### src/rtl/arm_ctrl_pkg.sv
// Shared encodings for the ARM multicycle controller: FSM state codes,
// datapath select encodings, instruction field codes and the ALU decoder.
package arm_ctrl_pkg;

    // Main FSM state codes
    localparam logic [3:0] S_FETCH  = 4'd0;
    localparam logic [3:0] S_DECODE = 4'd1;
    localparam logic [3:0] S_EXECR  = 4'd2;
    localparam logic [3:0] S_EXECI  = 4'd3;
    localparam logic [3:0] S_ALUWB  = 4'd4;
    localparam logic [3:0] S_MEMADR = 4'd5;
    localparam logic [3:0] S_MEMRD  = 4'd6;
    localparam logic [3:0] S_MEMWB  = 4'd7;
    localparam logic [3:0] S_MEMWR  = 4'd8;
    localparam logic [3:0] S_BRANCH = 4'd9;

    // ALUControl encodings
    localparam logic [1:0] ALU_ADD = 2'b00;
    localparam logic [1:0] ALU_SUB = 2'b01;
    localparam logic [1:0] ALU_AND = 2'b10;
    localparam logic [1:0] ALU_ORR = 2'b11;

    // ResultSrc encodings
    localparam logic [1:0] RES_ALUOUT    = 2'b00;
    localparam logic [1:0] RES_DATA      = 2'b01;
    localparam logic [1:0] RES_ALURESULT = 2'b10;

    // ALUSrcA encodings
    localparam logic [1:0] SRCA_A      = 2'b00;
    localparam logic [1:0] SRCA_PC     = 2'b01;
    localparam logic [1:0] SRCA_ALUOUT = 2'b10;

    // ALUSrcB encodings
    localparam logic [1:0] SRCB_REG  = 2'b00;
    localparam logic [1:0] SRCB_IMM  = 2'b01;
    localparam logic [1:0] SRCB_FOUR = 2'b10;

    // ImmSrc encodings
    localparam logic [1:0] IMM_8  = 2'b00;
    localparam logic [1:0] IMM_12 = 2'b01;
    localparam logic [1:0] IMM_24 = 2'b10;

    // Op field codes
    localparam logic [1:0] OP_DP  = 2'b00;
    localparam logic [1:0] OP_MEM = 2'b01;
    localparam logic [1:0] OP_BR  = 2'b10;

    // cmd field codes understood by the ALU decoder
    localparam logic [3:0] CMD_AND = 4'b0000;
    localparam logic [3:0] CMD_SUB = 4'b0010;
    localparam logic [3:0] CMD_ADD = 4'b0100;
    localparam logic [3:0] CMD_CMP = 4'b1010;
    localparam logic [3:0] CMD_ORR = 4'b1100;

    // Condition codes
    localparam logic [3:0] COND_EQ = 4'b0000;
    localparam logic [3:0] COND_NE = 4'b0001;
    localparam logic [3:0] COND_CS = 4'b0010;
    localparam logic [3:0] COND_CC = 4'b0011;
    localparam logic [3:0] COND_MI = 4'b0100;
    localparam logic [3:0] COND_PL = 4'b0101;
    localparam logic [3:0] COND_VS = 4'b0110;
    localparam logic [3:0] COND_VC = 4'b0111;
    localparam logic [3:0] COND_HI = 4'b1000;
    localparam logic [3:0] COND_LS = 4'b1001;
    localparam logic [3:0] COND_GE = 4'b1010;
    localparam logic [3:0] COND_LT = 4'b1011;
    localparam logic [3:0] COND_GT = 4'b1100;
    localparam logic [3:0] COND_LE = 4'b1101;
    localparam logic [3:0] COND_AL = 4'b1110;

    // ALU decoder result: operation, register write, supported op, arithmetic op
    typedef struct packed {
        logic [1:0] alu_ctl;
        logic       reg_w;
        logic       valid;
        logic       arith;
    } alu_dec_t;

    // Map a data-processing cmd onto the ALU operation and its side effects
    function automatic alu_dec_t alu_decode(input logic [3:0] cmd);
        alu_dec_t d;
        case (cmd)
            CMD_ADD: d = '{alu_ctl: ALU_ADD, reg_w: 1'b1, valid: 1'b1, arith: 1'b1};
            CMD_SUB: d = '{alu_ctl: ALU_SUB, reg_w: 1'b1, valid: 1'b1, arith: 1'b1};
            CMD_AND: d = '{alu_ctl: ALU_AND, reg_w: 1'b1, valid: 1'b1, arith: 1'b0};
            CMD_ORR: d = '{alu_ctl: ALU_ORR, reg_w: 1'b1, valid: 1'b1, arith: 1'b0};
            CMD_CMP: d = '{alu_ctl: ALU_SUB, reg_w: 1'b0, valid: 1'b1, arith: 1'b1};
            default: d = '{alu_ctl: ALU_ADD, reg_w: 1'b0, valid: 1'b0, arith: 1'b0};
        endcase
        return d;
    endfunction

endpackage

### src/rtl/arm_mc_controller_cond_unit.sv
// Conditional-execution unit: NZCV flags register, flag-write gating and
// CondEx evaluation of the instruction condition against the stored flags.
module cond_unit
    import arm_ctrl_pkg::*;
(
    input  logic       clk,
    input  logic       rst_n,
    input  logic [3:0] cond_i,
    input  logic [3:0] alu_flags_i,
    input  logic       flag_req_i,
    input  logic       cv_req_i,
    output logic       cond_ex_o
);

    logic [3:0] flags_q;
    logic [3:0] flags_d;
    logic       cond_ex_s;
    logic       n_s, z_s, c_s, v_s;

    assign {n_s, z_s, c_s, v_s} = flags_q;

    // Evaluate the condition field against the stored flags; 1111 never executes
    always_comb begin
        cond_ex_s = 1'b0;
        case (cond_i)
            COND_EQ: cond_ex_s = z_s;
            COND_NE: cond_ex_s = ~z_s;
            COND_CS: cond_ex_s = c_s;
            COND_CC: cond_ex_s = ~c_s;
            COND_MI: cond_ex_s = n_s;
            COND_PL: cond_ex_s = ~n_s;
            COND_VS: cond_ex_s = v_s;
            COND_VC: cond_ex_s = ~v_s;
            COND_HI: cond_ex_s = c_s & ~z_s;
            COND_LS: cond_ex_s = ~c_s | z_s;
            COND_GE: cond_ex_s = (n_s == v_s);
            COND_LT: cond_ex_s = (n_s != v_s);
            COND_GT: cond_ex_s = ~z_s & (n_s == v_s);
            COND_LE: cond_ex_s = z_s | (n_s != v_s);
            COND_AL: cond_ex_s = 1'b1;
            default: cond_ex_s = 1'b0;
        endcase
    end

    // Next flags: NZ always on a granted write, CV only for arithmetic ops
    always_comb begin
        flags_d = flags_q;
        if (flag_req_i && cond_ex_s) begin
            flags_d[3:2] = alu_flags_i[3:2];
            if (cv_req_i) begin
                flags_d[1:0] = alu_flags_i[1:0];
            end else begin
                flags_d[1:0] = flags_q[1:0];
            end
        end else begin
            flags_d = flags_q;
        end
    end

    // NZCV register, cleared asynchronously on reset
    always_ff @(posedge clk or negedge rst_n) begin
        if (!rst_n) begin
            flags_q <= 4'b0000;
        end else begin
            flags_q <= flags_d;
        end
    end

    assign cond_ex_o = cond_ex_s;

endmodule

### src/rtl/arm_mc_controller.sv
// Multicycle ARM control unit: Moore main FSM, ALU/flag decoder and
// conditional execution. Optional byte-load support under ARM_MC_LDRB_EN.
module arm_mc_controller
    import arm_ctrl_pkg::*;
(
    input  logic        clk,
    input  logic        reset,
    input  logic [31:0] Instr,
    input  logic [3:0]  ALUFlags,
    output logic        PCWrite,
    output logic        RegWrite,
    output logic        MemWrite,
    output logic        IRWrite,
    output logic        AdrSrc,
    output logic        LDRB,
    output logic [1:0]  RegSrc,
    output logic [1:0]  ALUSrcA,
    output logic [1:0]  ALUSrcB,
    output logic [1:0]  ResultSrc,
    output logic [1:0]  ImmSrc,
    output logic [1:0]  ALUControl
);

    logic [3:0] state_q;
    logic [3:0] state_d;

    logic [1:0] op_s;
    logic       i_s, s_s, l_s, b_s, link_s, rd15_s;
    logic [3:0] cmd_s;
    alu_dec_t   dec_s;
    logic       cond_ex_s;
    logic       flag_req_s;
    logic       unused_instr_s;

    logic       pc_write_s, reg_write_s, mem_write_s, ir_write_s, ldrb_s;

    assign op_s    = Instr[27:26];
    assign i_s     = Instr[25];
    assign cmd_s   = Instr[24:21];
    assign s_s     = Instr[20];
    assign l_s     = Instr[20];
    assign b_s     = Instr[22];
    assign link_s  = Instr[24];
    assign rd15_s  = (Instr[15:12] == 4'hF);
    assign dec_s   = alu_decode(cmd_s);
    assign unused_instr_s = ^{Instr[23], Instr[19:16], Instr[11:0]};

    // Flags are written at the end of an execute cycle for S-form or CMP ops
    assign flag_req_s = ((state_q == S_EXECR) || (state_q == S_EXECI)) &&
                        (s_s || (cmd_s == CMD_CMP)) && dec_s.valid;

    cond_unit u_cond_unit (
        .clk         (clk),
        .rst_n       (reset),
        .cond_i      (Instr[31:28]),
        .alu_flags_i (ALUFlags),
        .flag_req_i  (flag_req_s),
        .cv_req_i    (dec_s.arith),
        .cond_ex_o   (cond_ex_s)
    );

    // Next-state selection for the main FSM
    always_comb begin
        state_d = S_FETCH;
        case (state_q)
            S_FETCH:  state_d = S_DECODE;
            S_DECODE: begin
                case (op_s)
                    OP_MEM:  state_d = S_MEMADR;
                    OP_DP:   state_d = i_s ? S_EXECI : S_EXECR;
                    OP_BR:   state_d = S_BRANCH;
                    default: state_d = S_FETCH;
                endcase
            end
            S_EXECR:  state_d = S_ALUWB;
            S_EXECI:  state_d = S_ALUWB;
            S_MEMADR: state_d = l_s ? S_MEMRD : S_MEMWR;
            S_MEMRD:  state_d = S_MEMWB;
            default:  state_d = S_FETCH;
        endcase
    end

    // State register; reset returns immediately to FETCH
    always_ff @(posedge clk or negedge reset) begin
        if (!reset) begin
            state_q <= S_FETCH;
        end else begin
            state_q <= state_d;
        end
    end

    // Moore outputs per state, with conditional enables gated by CondEx
    always_comb begin
        pc_write_s  = 1'b0;
        reg_write_s = 1'b0;
        mem_write_s = 1'b0;
        ir_write_s  = 1'b0;
        ldrb_s      = 1'b0;
        AdrSrc      = 1'b0;
        ALUSrcA     = SRCA_A;
        ALUSrcB     = SRCB_REG;
        ResultSrc   = RES_ALUOUT;
        ALUControl  = ALU_ADD;
        case (state_q)
            S_FETCH: begin
                ir_write_s = 1'b1;
                pc_write_s = 1'b1;
                ALUSrcA    = SRCA_PC;
                ALUSrcB    = SRCB_FOUR;
                ResultSrc  = RES_ALURESULT;
            end
            S_DECODE: begin
                ALUSrcA   = SRCA_PC;
                ALUSrcB   = SRCB_FOUR;
                ResultSrc = RES_ALURESULT;
            end
            S_EXECR: begin
                ALUControl = dec_s.alu_ctl;
            end
            S_EXECI: begin
                ALUSrcB    = SRCB_IMM;
                ALUControl = dec_s.alu_ctl;
            end
            S_ALUWB: begin
                reg_write_s = dec_s.reg_w & cond_ex_s;
                pc_write_s  = dec_s.reg_w & cond_ex_s & rd15_s;
            end
            S_MEMADR: begin
                ALUSrcB = SRCB_IMM;
            end
            S_MEMRD: begin
                AdrSrc = 1'b1;
`ifdef ARM_MC_LDRB_EN
                ldrb_s = b_s;
`else
                ldrb_s = 1'b0;
`endif
            end
            S_MEMWB: begin
                ResultSrc   = RES_DATA;
                reg_write_s = cond_ex_s;
                pc_write_s  = cond_ex_s & rd15_s;
`ifdef ARM_MC_LDRB_EN
                ldrb_s = b_s;
`else
                ldrb_s = 1'b0;
`endif
            end
            S_MEMWR: begin
                AdrSrc      = 1'b1;
                mem_write_s = cond_ex_s;
            end
            S_BRANCH: begin
                ALUSrcA     = SRCA_ALUOUT;
                ALUSrcB     = SRCB_IMM;
                ResultSrc   = RES_ALURESULT;
                pc_write_s  = cond_ex_s;
                reg_write_s = link_s & cond_ex_s;
            end
            default: begin
                ir_write_s = 1'b0;
            end
        endcase
    end

`ifndef ARM_MC_LDRB_EN
    logic unused_b_s;
    assign unused_b_s = b_s;
`endif

    // Instruction-format decode, valid in every state
    assign ImmSrc    = op_s;
    assign RegSrc[0] = (op_s == OP_BR);
    assign RegSrc[1] = (op_s == OP_MEM) && !l_s;

    // Enables held low for as long as reset is asserted
    assign PCWrite  = pc_write_s  & reset;
    assign RegWrite = reg_write_s & reset;
    assign MemWrite = mem_write_s & reset;
    assign IRWrite  = ir_write_s  & reset;
    assign LDRB     = ldrb_s      & reset;

endmodule
### config.mk
export PLATFORM = sky130hd
export DESIGN_NAME = arm_mc_controller
export DESIGN_NICKNAME = d
export VERILOG_FILES = /design/src/rtl/arm_ctrl_pkg.sv /design/src/rtl/arm_mc_controller_cond_unit.sv /design/src/rtl/arm_mc_controller.sv
export SDC_FILE = /design/constraint.sdc
export NUM_CORES = 1
export LEC_CHECK = 0
export BUFFER_PORTS_ARGS = -buffer_cell sky130_fd_sc_hd__buf_4
export CAP_MARGIN = 40
export CELL_PAD_IN_SITES_DETAIL_PLACEMENT = 1
export CELL_PAD_IN_SITES_GLOBAL_PLACEMENT = 1
export CORE_UTILIZATION = 31
export CTS_BUF_LIST = sky130_fd_sc_hd__clkbuf_4
export CTS_CLUSTER_DIAMETER = 200
export DETAILED_ROUTE_END_ITERATION = 7
export GPL_TIMING_DRIVEN = 0
export PLACE_DENSITY_LB_ADDON = 0.05
export SKIP_CTS_REPAIR_TIMING = 1
export SYNTH_ARGS = -nofsm -noshare
export SYNTH_HDL_FRONTEND = slang
export SYNTH_SLANG_ARGS = --single-unit
### constraint.sdc
create_clock -name clk -period 2.6 [get_ports clk]
set_input_delay 0.52 -clock clk [delete_from_list [all_inputs] [get_ports clk]]
set_output_delay 0.52 -clock clk [all_outputs]
set_load 0.1 [all_outputs]
Word-level counts from Yosys, hierarchy flattened --
Index checks and enable logic that the tools add are counted.
Operators by class: muxes and demuxes 15, reduce and logical (&&, ||, !) cells 17, eq/ne operators 32, bitwise logic cells 16
Operators with widths (count):
- $eq A4 B4 Y1 const B | 12
- $eq A4 B3 Y1 const B | 9
- $pmux W5 S5 | 1
- $eq A4 B2 Y1 const B | 5
- $pmux W4 S5 | 1
- $pmux W1 S15 | 1
- $logic_not A4 Y1 | 3
- $pmux W2 S2 | 3
- $pmux W4 S3 | 1
- $and A1 B1 Y1 | 10
- $eq A4 B1 Y1 const B | 2
- $reduce_or A2 Y1 | 3
- $reduce_or A3 Y1 | 2
- $logic_and A1 B1 Y1 | 4
- $mux W1 | 4
- $mux W4 | 1
- $not A1 Y1 | 4
- $pmux W1 S4 | 1
- $pmux W1 S3 | 1
- $eq A2 B1 Y1 const B | 1
- $eq A2 B2 Y1 const B | 1
- $logic_not A2 Y1 | 1
- $logic_or A1 B1 Y1 | 2
- $mux W2 | 1
- other kinds (5) | 6
Storage, ports and cells: register bits 8, input bits 38, output and inout bits 18, word-level logic and storage cells 83

Depth between registers and ports, before layout --
Gate-level depths: netlist (run 1).
word-level depth 7, depth in mapped cells 7, mapped depth without buffers 6

By module --
Synthesis (run 1) repeated with hierarchy kept, for this count alone.
Second synthesis, totals: cells, all modules 119, area total of the unflattened synthesis 943.4 um^2
Modules (own cells, without submodules):
- arm_mc_controller | area each 589.3 um^2, times used 1, cells each 82, sequential area each 100.1 um^2
- cond_unit | area each 354.1 um^2, times used 1, cells each 37, sequential area each 100.1 um^2

Worst setup path before layout (run 1) --
OpenSTA, ideal clock, no wires.
path type input-to-output, from input port Instr[30], to output port MemWrite, stages 6, path buffers 1, data arrival time 3.825 ns, required time 2.080 ns, setup slack -1.745 ns, path through buf_6 -> or4b_1 -> a311o_1 -> o311a_2 -> nand3_2 -> nor3b_1
Between the ends: longest elaborated chain between the ends 4, elaborated cells between the ends (all ways) 18, those cells by class eq/ne: 14; mux: 2; bitwise: 1; reduce/logical: 1
RTL lines:
- start, declared | RTL line arm_mc_controller.sv:8 | input logic [31:0] Instr,
- $eq A4 B4 Y1, or another cell as far along | RTL line arm_mc_controller_cond_unit.sv:25 | case (cond_i)
- $pmux W1 S15 * | RTL line arm_mc_controller_cond_unit.sv:25
- $mux W1 * | RTL line arm_mc_controller.sv:104 | case (state_q)
- $and A1 B1 Y1 * | RTL line arm_mc_controller.sv:179 | assign MemWrite = mem_write_s & reset;
- end, declared | RTL line arm_mc_controller.sv:12 | output logic MemWrite,
Every way passes the cells marked *; elsewhere a longest branch is shown, timed or not.

Worst setup path in the final report (run 1) --
from register u_cond_unit.flags_q[0], to output port PCWrite
Between the ends: longest elaborated chain between the ends 7, elaborated cells between the ends (all ways) 11, those cells by class eq/ne: 2; mux: 2; bitwise: 7
RTL lines:
- start, declared | RTL line arm_mc_controller_cond_unit.sv:15 | logic [3:0] flags_q;
- start signal, assigned | RTL line arm_mc_controller_cond_unit.sv:65 | flags_q <= flags_d;
- $ne A1 B1 Y1 / $eq A1 B1 Y1 (equally long branches)
- $or A1 B1 Y1 / $and A1 B1 Y1 (equally long branches) | RTL line arm_mc_controller_cond_unit.sv:39, arm_mc_controller_cond_unit.sv:38
- $pmux W1 S15 * | RTL line arm_mc_controller_cond_unit.sv:25
- $and A1 B1 Y1 (2 in a row) | RTL line arm_mc_controller.sv:126 | pc_write_s = dec_s.reg_w & cond_ex_s & rd15_s;
- $pmux W1 S4 * | RTL line arm_mc_controller.sv:104
- $and A1 B1 Y1 * | RTL line arm_mc_controller.sv:177 | assign PCWrite = pc_write_s & reset;
- end, declared | RTL line arm_mc_controller.sv:10 | output logic PCWrite,
Marked as above.

==> results of run 1 <==
==> cell type report <==
type | instances | area, um2 | area share
plain buffers | 11 | 76.3 | 0.0536
clock buffers | 3 | 22.5 | 0.0158
inverters | 4 | 15.0 | 0.0105
multi-input cells | 97 | 727 | 0.511
flip-flops and latches | 8 | 203 | 0.142
well taps | 31 | 38.8 | 0.0272
repair buffers | 40 | 342 | 0.240
==> worst max-delay path by stage <==
stage          cells past startpoint              startpoint  endpoint  slack (ps)
2_1_floorplan                      6               Instr[30]  MemWrite        -390
3_3_place_gp                       8               Instr[30]   PCWrite        -210
3_5_place_dp                       8               Instr[30]   PCWrite        -230
4_1_cts                            7  u_cond_unit.flags_q[0]   PCWrite        -290
5_1_grt                            7  u_cond_unit.flags_q[0]   PCWrite        -210
6_report                           7  u_cond_unit.flags_q[0]   PCWrite        -130
==> critical path, delay by kind of cell (launching register included) <==
kind	cells	cell delay [ps]
AO/OA/AOI/OAI	3	460
buffers and inverters	1	170
flip-flops	1	430
AND/OR/NAND/NOR	3	900
==> cells in the mapped netlist (2+ instances only) <==
| library cell | n |
|---|---|
| nor3b_1 | 2 |
| o21ai_0 | 2 |
| xnor2_1 | 2 |
| nor4_1 | 2 |
| nand3_1 | 3 |
| nand2_1 | 6 |
| and3_1 | 2 |
| or3b_2 | 2 |
| nand3b_1 | 3 |
| inv_1 | 4 |
| nor2b_1 | 6 |
| nor3_1 | 6 |
| dfrtp_1 | 8 |
| clkbuf_1 | 4 |
| a311oi_1 | 2 |
| buf_4 | 4 |
| nand2b_1 | 5 |
| a21o_1 | 2 |
| a21oi_1 | 11 |
| nor2_1 | 10 |
| a2111oi_0 | 2 |
| mux2_2 | 6 |
| nand4b_1 | 2 |
==> power breakdown <==
group	internal, mW	switching, mW	leakage (nW)
Sequential	0.178	0.0605	0.100
Combinational	0.389	0.832	0.531
Clock	0.0526	0.0393	0.0138
Total	0.620	0.931	0.645
==> per-layer routing <==
metal / vias to the layer above / global-route usage / part of all wire
met4: 0 / 0.0105 / 0
met5: - / 0 / 0
met1: 491 / 0.206 / 0.44
met3: 0 / 0.0431 / 0.040
li1: 524 / - / -
met2: 18 / 0.306 / 0.52
==> state kept, by name, indices dropped and copies added, names as in the netlist <==
| name | flops |
|---|---|
| u_cond_unit.flags_q | 4 |
| state_q | 4 |
==> logic make-up after synthesis <==
| kind of cell | synth area share |
|---|---|
| other cells | 0.00394 |
| flops | 0.210 |
| mux | 0.0815 |
| buf+inv | 0.0946 |
| simple gates | 0.373 |
| xor+xnor | 0.0276 |
| compound gates | 0.209 |
==> cell usage in the layout (no fill, tap or decap), types with 3 or more instances in the layout <==
master | Yosys | final
clkbuf_4 | 0 | 3
nand3_1 | 3 | 3
a21oi_1 | 11 | 10
mux2_2 | 6 | 6
nor2_1 | 10 | 7
nor2b_1 | 6 | 6
nand3b_1 | 3 | 3
buf_4 | 4 | 40
dfrtp_1 | 8 | 6
clkbuf_1 | 4 | 3
nand2_1 | 6 | 6
nor3_1 | 6 | 5
inv_1 | 4 | 4
buf_12 | 0 | 3
nand2b_1 | 5 | 5
==> through the flow <==
stage / power, mW / setup TNS [ps]
2_1_floorplan: 1.18 / -522
3_3_place_gp: 1.39 / -380
3_5_place_dp: 1.41 / -436
4_1_cts: 1.51 / -628
5_1_grt: 1.65 / -407
6_report: 1.55 / -173
==> impl_metrics.py, run 1 <==
metrics = {
    "synth": {
        "yosys_warnings": 0,
        "post_synth_num_cell_types": 47,
        "ys_seq_elements": 8,
        "synth_area_leader_cell": "dfrtp_1",
        "ys_async_sr_fraction": 1.00,
        "postSynthCellCount": 120,
        "synth_area_per_cell_um2": 7.93,
        "ys_seq_area_frac": 0.210,
        "synth_edf_count": 0,
        "synth_nets": 158,
        "synth_area_leaders": "dfrtp_1 (21%), mux2_2 (7.1%), a21oi_1 (5.8%)",
        "synth_top_cell_area_share": 0.210,
        "synthesis.area_um2": 952,
        "ys.flop_type": "dfrtp_1",
    },
    "critical_path": {
        "cp-start-kind": "flip-flop",
        "worstReg2RegStart": "u_cond_unit.flags_q[0]",
        "crit_chain": "or4b_1, a311o_1, o311a_2, nand3_4, a21oi_1, and3b_4, buf_12",
        "cpPeakStageDelay_ps": 500,
        "worstPathMaxFanout": 4,
        "worst_setup_path_end_kind": "output port",
        "rr_endpoint": "u_cond_unit.flags_q[1]",
        "critPathSlowestCell": "or4b_1",
        "rr_worst_depth": 7,
        "crit_required_ps": 2080,
        "rrSetupSlack_ps": 380,
        "worstSetupPathType": "reg -> out",
        "cp.arrival_ps": 2210,
    },
    "place": {
        "place_area_mm2": 0.00132,
        "gp_congestion": 0.797,
        "post-dp-hpwl_mm": 2.12,
        "pre_cts_ws_ps": -233,
        "dp_cells": 188,
        "port_buffers": 37,
    },
    "run_status": {
        "violations": "design-rule violations, negative setup slack",
        "status": "complete, but fails checks",
    },
    "cells_and_area": {
        "nets": 203,
        "stdcell_area_mm2": 0.00142,
        "fillers": 352,
        "insertedDiodeCount": 0,
        "areaGrowthSynthToFinish_pct": 49.5,
        "stdcell_count": 194,
        "final_core_util": 0.503,
        "drive_above_1_share": 0.479,
    },
    "timing": {
        "period_share": 1.05,
        "skew_ps": 4.07,
        "slew_headroom": 0.633,
        "max_freq_mhz": 366,
        "min_period_ps": 2730,
        "timing.hold.ws_ps": 91.7,
        "rsz0062_at_grt": "true",
        "slew_violations": 0,
        "worst-slew-pin-transition_ps": 551,
        "finalSetupViolations": 2,
        "worst_slack_ps": -134,
        "final_hold_viol_count": 0,
    },
    "global_route": {
        "antenna_found_initial": 0,
        "grt.overflow.total": 0,
        "grtUsageTotal": 0.168,
        "grt_first_pass_wirelength_mm": 4.44,
        "grt_max_degree": 13,
        "first_global_vias": 1022,
    },
    "route": {
        "drtIter0Drc": 45,
        "final_antenna_net_count": 0,
        "routed_wl_mm": 2.73,
        "vias_per_cell": 5.32,
        "routed-via-count": 1033,
        "wl_per_cell_um": 14.1,
        "post-route-drc-count": 2,
        "dr.pass1.iters": 6,
    },
    "power": {
        "ir_drop_mv": 0.853,
        "power.density_mw_per_mm2": 1090,
        "leakage_nw": 0.645,
    },
    "clock_network": {
        "numCtsBuffers": 3,
        "clkLatencyLatePin_ps": 250,
        "path_clk_slew_ps": 50,
        "cts_sinks": 8,
        "clock_path_buffers": 2,
        "root_buffer": "clkbuf_4",
        "h-tree-depth": 1,
        "cts_tree": "built",
    },
    "min_path": {
        "hold_class": "in -> async",
    },
    "die": {
        "num_rows": 19,
        "core-area_mm2": 0.00283,
        "die_y_um": 57.4,
        "start_util": 0.337,
        "io_pins": 56,
        "dieArea_mm2": 0.00330,
        "fp.dieW_um": 57.4,
    },
    "job": {
        "max_cap_viol_count": 0,
    },
}
Power figures use the tool's default switching activity.
==> inputs of run 2 (changes only) <==
--- a/config.mk
+++ b/config.mk
@@ -7,9 +7,7 @@
 export LEC_CHECK = 0
 export BUFFER_PORTS_ARGS = -buffer_cell sky130_fd_sc_hd__buf_4
 export CAP_MARGIN = 40
-export CELL_PAD_IN_SITES_DETAIL_PLACEMENT = 1
-export CELL_PAD_IN_SITES_GLOBAL_PLACEMENT = 1
-export CORE_UTILIZATION = 31
+export CORE_UTILIZATION = 45
 export CTS_BUF_LIST = sky130_fd_sc_hd__clkbuf_4
 export CTS_CLUSTER_DIAMETER = 200
 export DETAILED_ROUTE_END_ITERATION = 7
==> impl_metrics.py, run 2 (same netlist as run 1, synthesis figures left out) <==
metrics = {
    "clock_network": {
        "clock_path_buffers": 2,
        "cts_tree": "built",
        "root_buffer": "clkbuf_4",
        "h-tree-depth": 1,
        "numCtsBuffers": 3,
        "cts_sinks": 8,
        "clkLatencyLatePin_ps": 250,
        "path_clk_slew_ps": 50,
    },
    "global_route": {
        "grt_first_pass_wirelength_mm": 3.15,
        "grt.overflow.total": 0,
        "first_global_vias": 753,
        "grt_max_degree": 13,
        "antenna_found_initial": 0,
        "grtUsageTotal": 0.195,
    },
    "critical_path": {
        "critPathSlowestCell": "or4b_1",
        "rr_endpoint": "u_cond_unit.flags_q[0]",
        "path_delay_family": "simple AND/OR/NAND/NOR gates",
        "crit_required_ps": 2080,
        "cp-start-kind": "flip-flop",
        "cp.arrival_ps": 2250,
        "worstSetupPathType": "reg -> out",
        "worstPathMaxFanout": 6,
        "cp.depth": 7,
        "rrSetupSlack_ps": 340,
        "crit_start": "u_cond_unit.flags_q[0]",
        "crit_buf_inv": 1,
        "endpoint": "PCWrite",
        "worst_setup_path_end_kind": "output port",
        "rr_worst_depth": 7,
        "worstReg2RegStart": "u_cond_unit.flags_q[0]",
        "crit_chain": "or4b_1, a311o_1, o311a_4, nand3_4, a21oi_1, and3b_4, buf_12",
        "cpPeakStageDelay_ps": 510,
    },
    "route": {
        "dr.pass1.iters": 6,
        "routed_wl_mm": 2.42,
        "wl_per_cell_um": 12.7,
        "final_antenna_net_count": 0,
        "vias_per_cell": 5.42,
        "drtIter0Drc": 25,
        "routed-via-count": 1029,
        "post-route-drc-count": 0,
    },
    "cells_and_area": {
        "final_common_cell": "buf_4",
        "nets": 203,
        "top_regs": "state_q: 4 flops, u_cond_unit.flags_q: 4 flops",
        "insertedDiodeCount": 0,
        "fillers": 168,
        "layout_common_cells": "buf_4 (40), a21oi_1 (10), nor2_1 (7), dfrtp_1 (7)",
        "areaGrowthSynthToFinish_pct": 50.2,
        "drive_above_1_share": 0.466,
        "register_area_um2": 201,
        "stdcell_area_mm2": 0.00143,
        "multi_input_area_um2": 741,
    },
    "min_path": {
        "hold_class": "in -> async",
    },
    "timing": {
        "slew_violations": 0,
        "final_hold_viol_count": 0,
        "min_period_ps": 2770,
        "finalSetupViolations": 3,
        "max_freq_mhz": 361,
        "slew_headroom": 0.634,
        "rsz0062_at_grt": "true",
        "worst-slew-pin-transition_ps": 549,
        "skew_ps": 1.10,
        "period_share": 1.06,
        "worst_slack_ps": -168,
    },
    "place": {
        "port_buffers": 37,
        "place_area_mm2": 0.00132,
        "gp_congestion": 0.789,
        "post-dp-hpwl_mm": 1.77,
    },
    "die": {
        "num_rows": 16,
        "die_y_um": 48,
        "io_pins": 56,
        "start_util": 0.480,
        "core-area_mm2": 0.00198,
        "dieArea_mm2": 0.00230,
        "fp.dieW_um": 48,
    },
    "job": {
        "max_cap_viol_count": 0,
    },
    "power": {
        "power_mw": 1.55,
        "power.density_mw_per_mm2": 1090,
        "leakage_nw": 0.644,
        "ir_drop_mv": 1.31,
    },
    "run_status": {
        "status": "complete, but fails checks",
        "violations": "negative setup slack",
    },
}
-- run 2: worst min path at each step --
stage,startpoint,endpoint,slack (ps),cells past startpoint
after floorplan,reset,state_q[0],220,0
after global placement,reset,u_cond_unit.flags_q[1],350,1
after detailed placement,reset,u_cond_unit.flags_q[0],360,1
after CTS,reset,u_cond_unit.flags_q[0],80,1
after global routing,reset,u_cond_unit.flags_q[1],80,1
final,reset,u_cond_unit.flags_q[0],90,1
-- run 2: layout make-up --
cell class                      count  share of cell area
Multi-Input combinational cell     97               0.518
Timing Repair Buffer               40               0.239
Sequential cell                     8               0.141
Buffer                             11              0.0525
Tap cell                           27              0.0236
Clock buffer                        3              0.0157
Inverter                            4              0.0105
-- run 2: power breakdown --
part | total, mW | internal, mW | switching [mW]
sequential | 0.239 | 0.177 | 0.0624
combinational | 1.22 | 0.392 | 0.829
clock | 0.0952 | 0.0528 | 0.0424
total | 1.55 | 0.621 | 0.933
-- run 2: metal layers --
metal,GRT usage,share of wire,up-vias
met5,0,0,-
met2,0.330,0.50,37
li1,-,-,524
met1,0.233,0.44,466
met4,0.0667,0.0012,0
met3,0.0604,0.056,2
-- run 2: per-stage QoR --
step	util	TNS, ps	instances	hold slack [ps]	setup slack (ps)
floorplan	-	-522	120	224	-389
global placement	0.665	-342	184	353	-198
detailed placement	0.665	-352	184	358	-206
CTS	0.677	-673	187	82.2	-312
global route	0.722	-566	190	77.1	-242
finish	0.722	-373	190	88.4	-168
==> inputs of run 3 (changes only) <==
--- a/config.mk
+++ b/config.mk
@@ -5,9 +5,10 @@
 export SDC_FILE = /design/constraint.sdc
 export NUM_CORES = 1
 export LEC_CHECK = 0
+export ABC_AREA = 1
 export BUFFER_PORTS_ARGS = -buffer_cell sky130_fd_sc_hd__buf_4
 export CAP_MARGIN = 40
-export CORE_UTILIZATION = 45
+export CORE_UTILIZATION = 44
 export CTS_BUF_LIST = sky130_fd_sc_hd__clkbuf_4
 export CTS_CLUSTER_DIAMETER = 200
 export DETAILED_ROUTE_END_ITERATION = 7
==> constraint.sdc (replaced) <==
create_clock -name clk -period 2.9 [get_ports clk]
set_input_delay 0.58 -clock clk [delete_from_list [all_inputs] [get_ports clk]]
set_output_delay 0.58 -clock clk [all_outputs]
set_load 0.1 [all_outputs]
==> impl_metrics.py, run 3 <==
metrics = {
    "place": {
        "pre_cts_ws_ps": 357,
        "port_buffers": 38,
        "gp_congestion": 0.889,
        "place_area_mm2": 0.00123,
        "post-dp-hpwl_mm": 2.03,
        "dp_cells": 213,
    },
    "synth": {
        "synthesis.area_um2": 877,
        "post_synth_num_cell_types": 24,
        "ys_seq_elements": 8,
        "synth_nets": 188,
        "synth_top_cell_area_share": 0.228,
        "postSynthCellCount": 150,
        "ys_seq_area_frac": 0.228,
        "synth_area_leaders": "dfrtp_1 (23%), nand2_1 (13%), nand3_1 (12%)",
        "synth_area_leader_cell": "dfrtp_1",
        "ys_top_cells_by_count": "nand2_1 (30), inv_1 (22), nand3_1 (21), nor2_1 (21), a21oi_1 (11)",
        "ys_async_sr_fraction": 1.00,
        "ys.flop_type": "dfrtp_1",
        "yosys_warnings": 0,
        "synth_edf_count": 0,
        "yosysMostFrequentCell": "nand2_1",
        "synth_area_per_cell_um2": 5.85,
    },
    "route": {
        "dr.pass1.iters": 4,
        "routed_wl_mm": 2.36,
        "post-route-drc-count": 0,
        "final_antenna_net_count": 0,
        "wl_per_cell_um": 10.9,
        "vias_per_cell": 5.00,
        "drtIter0Drc": 21,
        "routed-via-count": 1080,
    },
    "timing": {
        "worst_slack_ps": 354,
        "final_hold_viol_count": 0,
        "finalSetupTns_ps": 0,
        "finalSetupViolations": 0,
        "max_freq_mhz": 393,
        "period_share": 0.878,
        "timing.hold.ws_ps": 146,
        "skew_ps": 2.58,
        "min_period_ps": 2550,
        "rsz0062_at_grt": "false",
        "slew_violations": 0,
    },
    "cells_and_area": {
        "multi_input_area_um2": 569,
        "stdcell_area_mm2": 0.00125,
        "areaGrowthSynthToFinish_pct": 42.7,
        "stdcell_count": 216,
        "nets": 231,
        "final_common_cell": "buf_4",
        "layout_common_cells": "buf_4 (42), nand2_1 (30), inv_1 (22), nand3_1 (21), nor2_1 (19)",
        "register_area_um2": 200,
        "drive_above_1_share": 0.356,
        "fillers": 184,
        "insertedDiodeCount": 0,
        "top_regs": "state_q: 4 flops, u_cond_unit.flags_q: 4 flops",
    },
    "critical_path": {
        "worst_setup_path_end_kind": "output port",
        "crit_required_ps": 2320,
        "critPathSlowestCell": "buf_4",
        "crit_start": "Instr[31]",
        "path_delay_family": "simple AND/OR/NAND/NOR gates",
        "cp-start-kind": "input port",
        "crit_buf_inv": 2,
        "cp_common_cell": "buf_4",
        "worstPathMaxFanout": 9,
        "cpPeakStageDelay_ps": 300,
        "worstReg2RegStart": "state_q[3]",
        "worstSetupPathType": "in -> out",
        "cp.arrival_ps": 1970,
        "crit_chain": "buf_4, nor2_1, nand2_1, a21oi_1, nor2_2, nand2_4, o211ai_1, a21oi_4, buf_4",
    },
    "power": {
        "power.density_mw_per_mm2": 964,
        "p_sw_frac": 0.658,
        "ir_drop_mv": 0.660,
        "pwr-share-seq": 0.155,
        "p_switching_uw": 793,
        "p_clk_frac": 0.067,
        "leakage_nw": 0.699,
        "p_int_uw": 413,
        "p_comb_frac": 0.777,
    },
    "global_route": {
        "grtUsageTotal": 0.244,
        "first_global_vias": 944,
        "antenna_found_initial": 0,
        "grt_max_degree": 12,
        "grt_first_pass_wirelength_mm": 3.68,
        "grt.overflow.total": 0,
    },
    "die": {
        "core-area_mm2": 0.00180,
        "dieArea_mm2": 0.00218,
        "io_pins": 56,
        "die_y_um": 46.6,
        "start_util": 0.487,
        "fp.dieW_um": 46.6,
        "num_rows": 15,
    },
    "clock_network": {
        "root_buffer": "clkbuf_4",
        "path_clk_slew_ps": 50,
        "clock_path_buffers": 2,
        "numCtsBuffers": 3,
        "cts_sinks": 8,
        "h-tree-depth": 1,
        "clkLatencyLatePin_ps": 250,
        "cts_tree": "built",
    },
    "job": {
        "max_cap_viol_count": 0,
    },
    "min_path": {
        "hold_class": "in -> async",
    },
    "run_status": {
        "status": "completed",
    },
}
## run 3: cell count changes in the layout (fill, tap and decap cells not counted), moves of 6 or more
cell and change:
inv_2 +8, inv_1 +18, nand2_1 +24, nor2_1 +12, mux2_2 -6, nor2b_1 -6
nand3_1 +18
## run 3: path summary, 6_finish.rpt
path                            cells after the start                      to  slack [ps]
worst min-delay path                                1  u_cond_unit.flags_q[3]         150
worst max register to register                      8  u_cond_unit.flags_q[1]        1330
min in group clk                                    2  u_cond_unit.flags_q[3]         560
worst max-delay path                                9                 PCWrite         350
worst min register to register                      2  u_cond_unit.flags_q[3]         560
max in group asynchronous                           1              state_q[1]        2610
## run 3: area by class of cell
cell class,count,area share
multi-input cells,108,0.455
clock buffers,3,0.0180
plain buffers,4,0.0240
inverters,30,0.0900
well taps,25,0.0250
repair buffers,38,0.228
flip-flops and latches,8,0.160
## run 3: cells by family (layout without fill, tap and decap cells)
logic type,Yosys count,count (layout),synth area share
compound gates,21,21,0.140
other cells,1,1,0.00428
flops,8,8,0.228
buf+inv,34,75,0.163
simple gates,86,86,0.465
## run 3: per-stage QoR
step                 util  power (mW)
floorplan               -       0.938
global placement    0.682        1.11
detailed placement  0.682        1.13
CTS                 0.694        1.21
global route        0.694        1.28
finish              0.694        1.21
## run 3: power groups by stage
stage | Sequential, mW | Combinational [mW] | Clock, mW
2_1_floorplan | 0.179 | 0.759 | 0
3_3_place_gp | 0.186 | 0.925 | 0
3_5_place_dp | 0.189 | 0.938 | 0
4_1_cts | 0.187 | 0.939 | 0.0834
5_1_grt | 0.192 | 0.992 | 0.0927
6_report | 0.187 | 0.937 | 0.0813
## run 3: metal layers
metal / GRT usage / share of wire / wire (um) / vias to the layer above
met1: 0.288 / 0.43 / 1010 / 474
li1: - / - / - / 563
met5: 0 / 0 / 0 / -
met2: 0.425 / 0.48 / 1140 / 39
met3: 0.0431 / 0.073 / 173 / 4
met4: 0.109 / 0.014 / 34 / 0
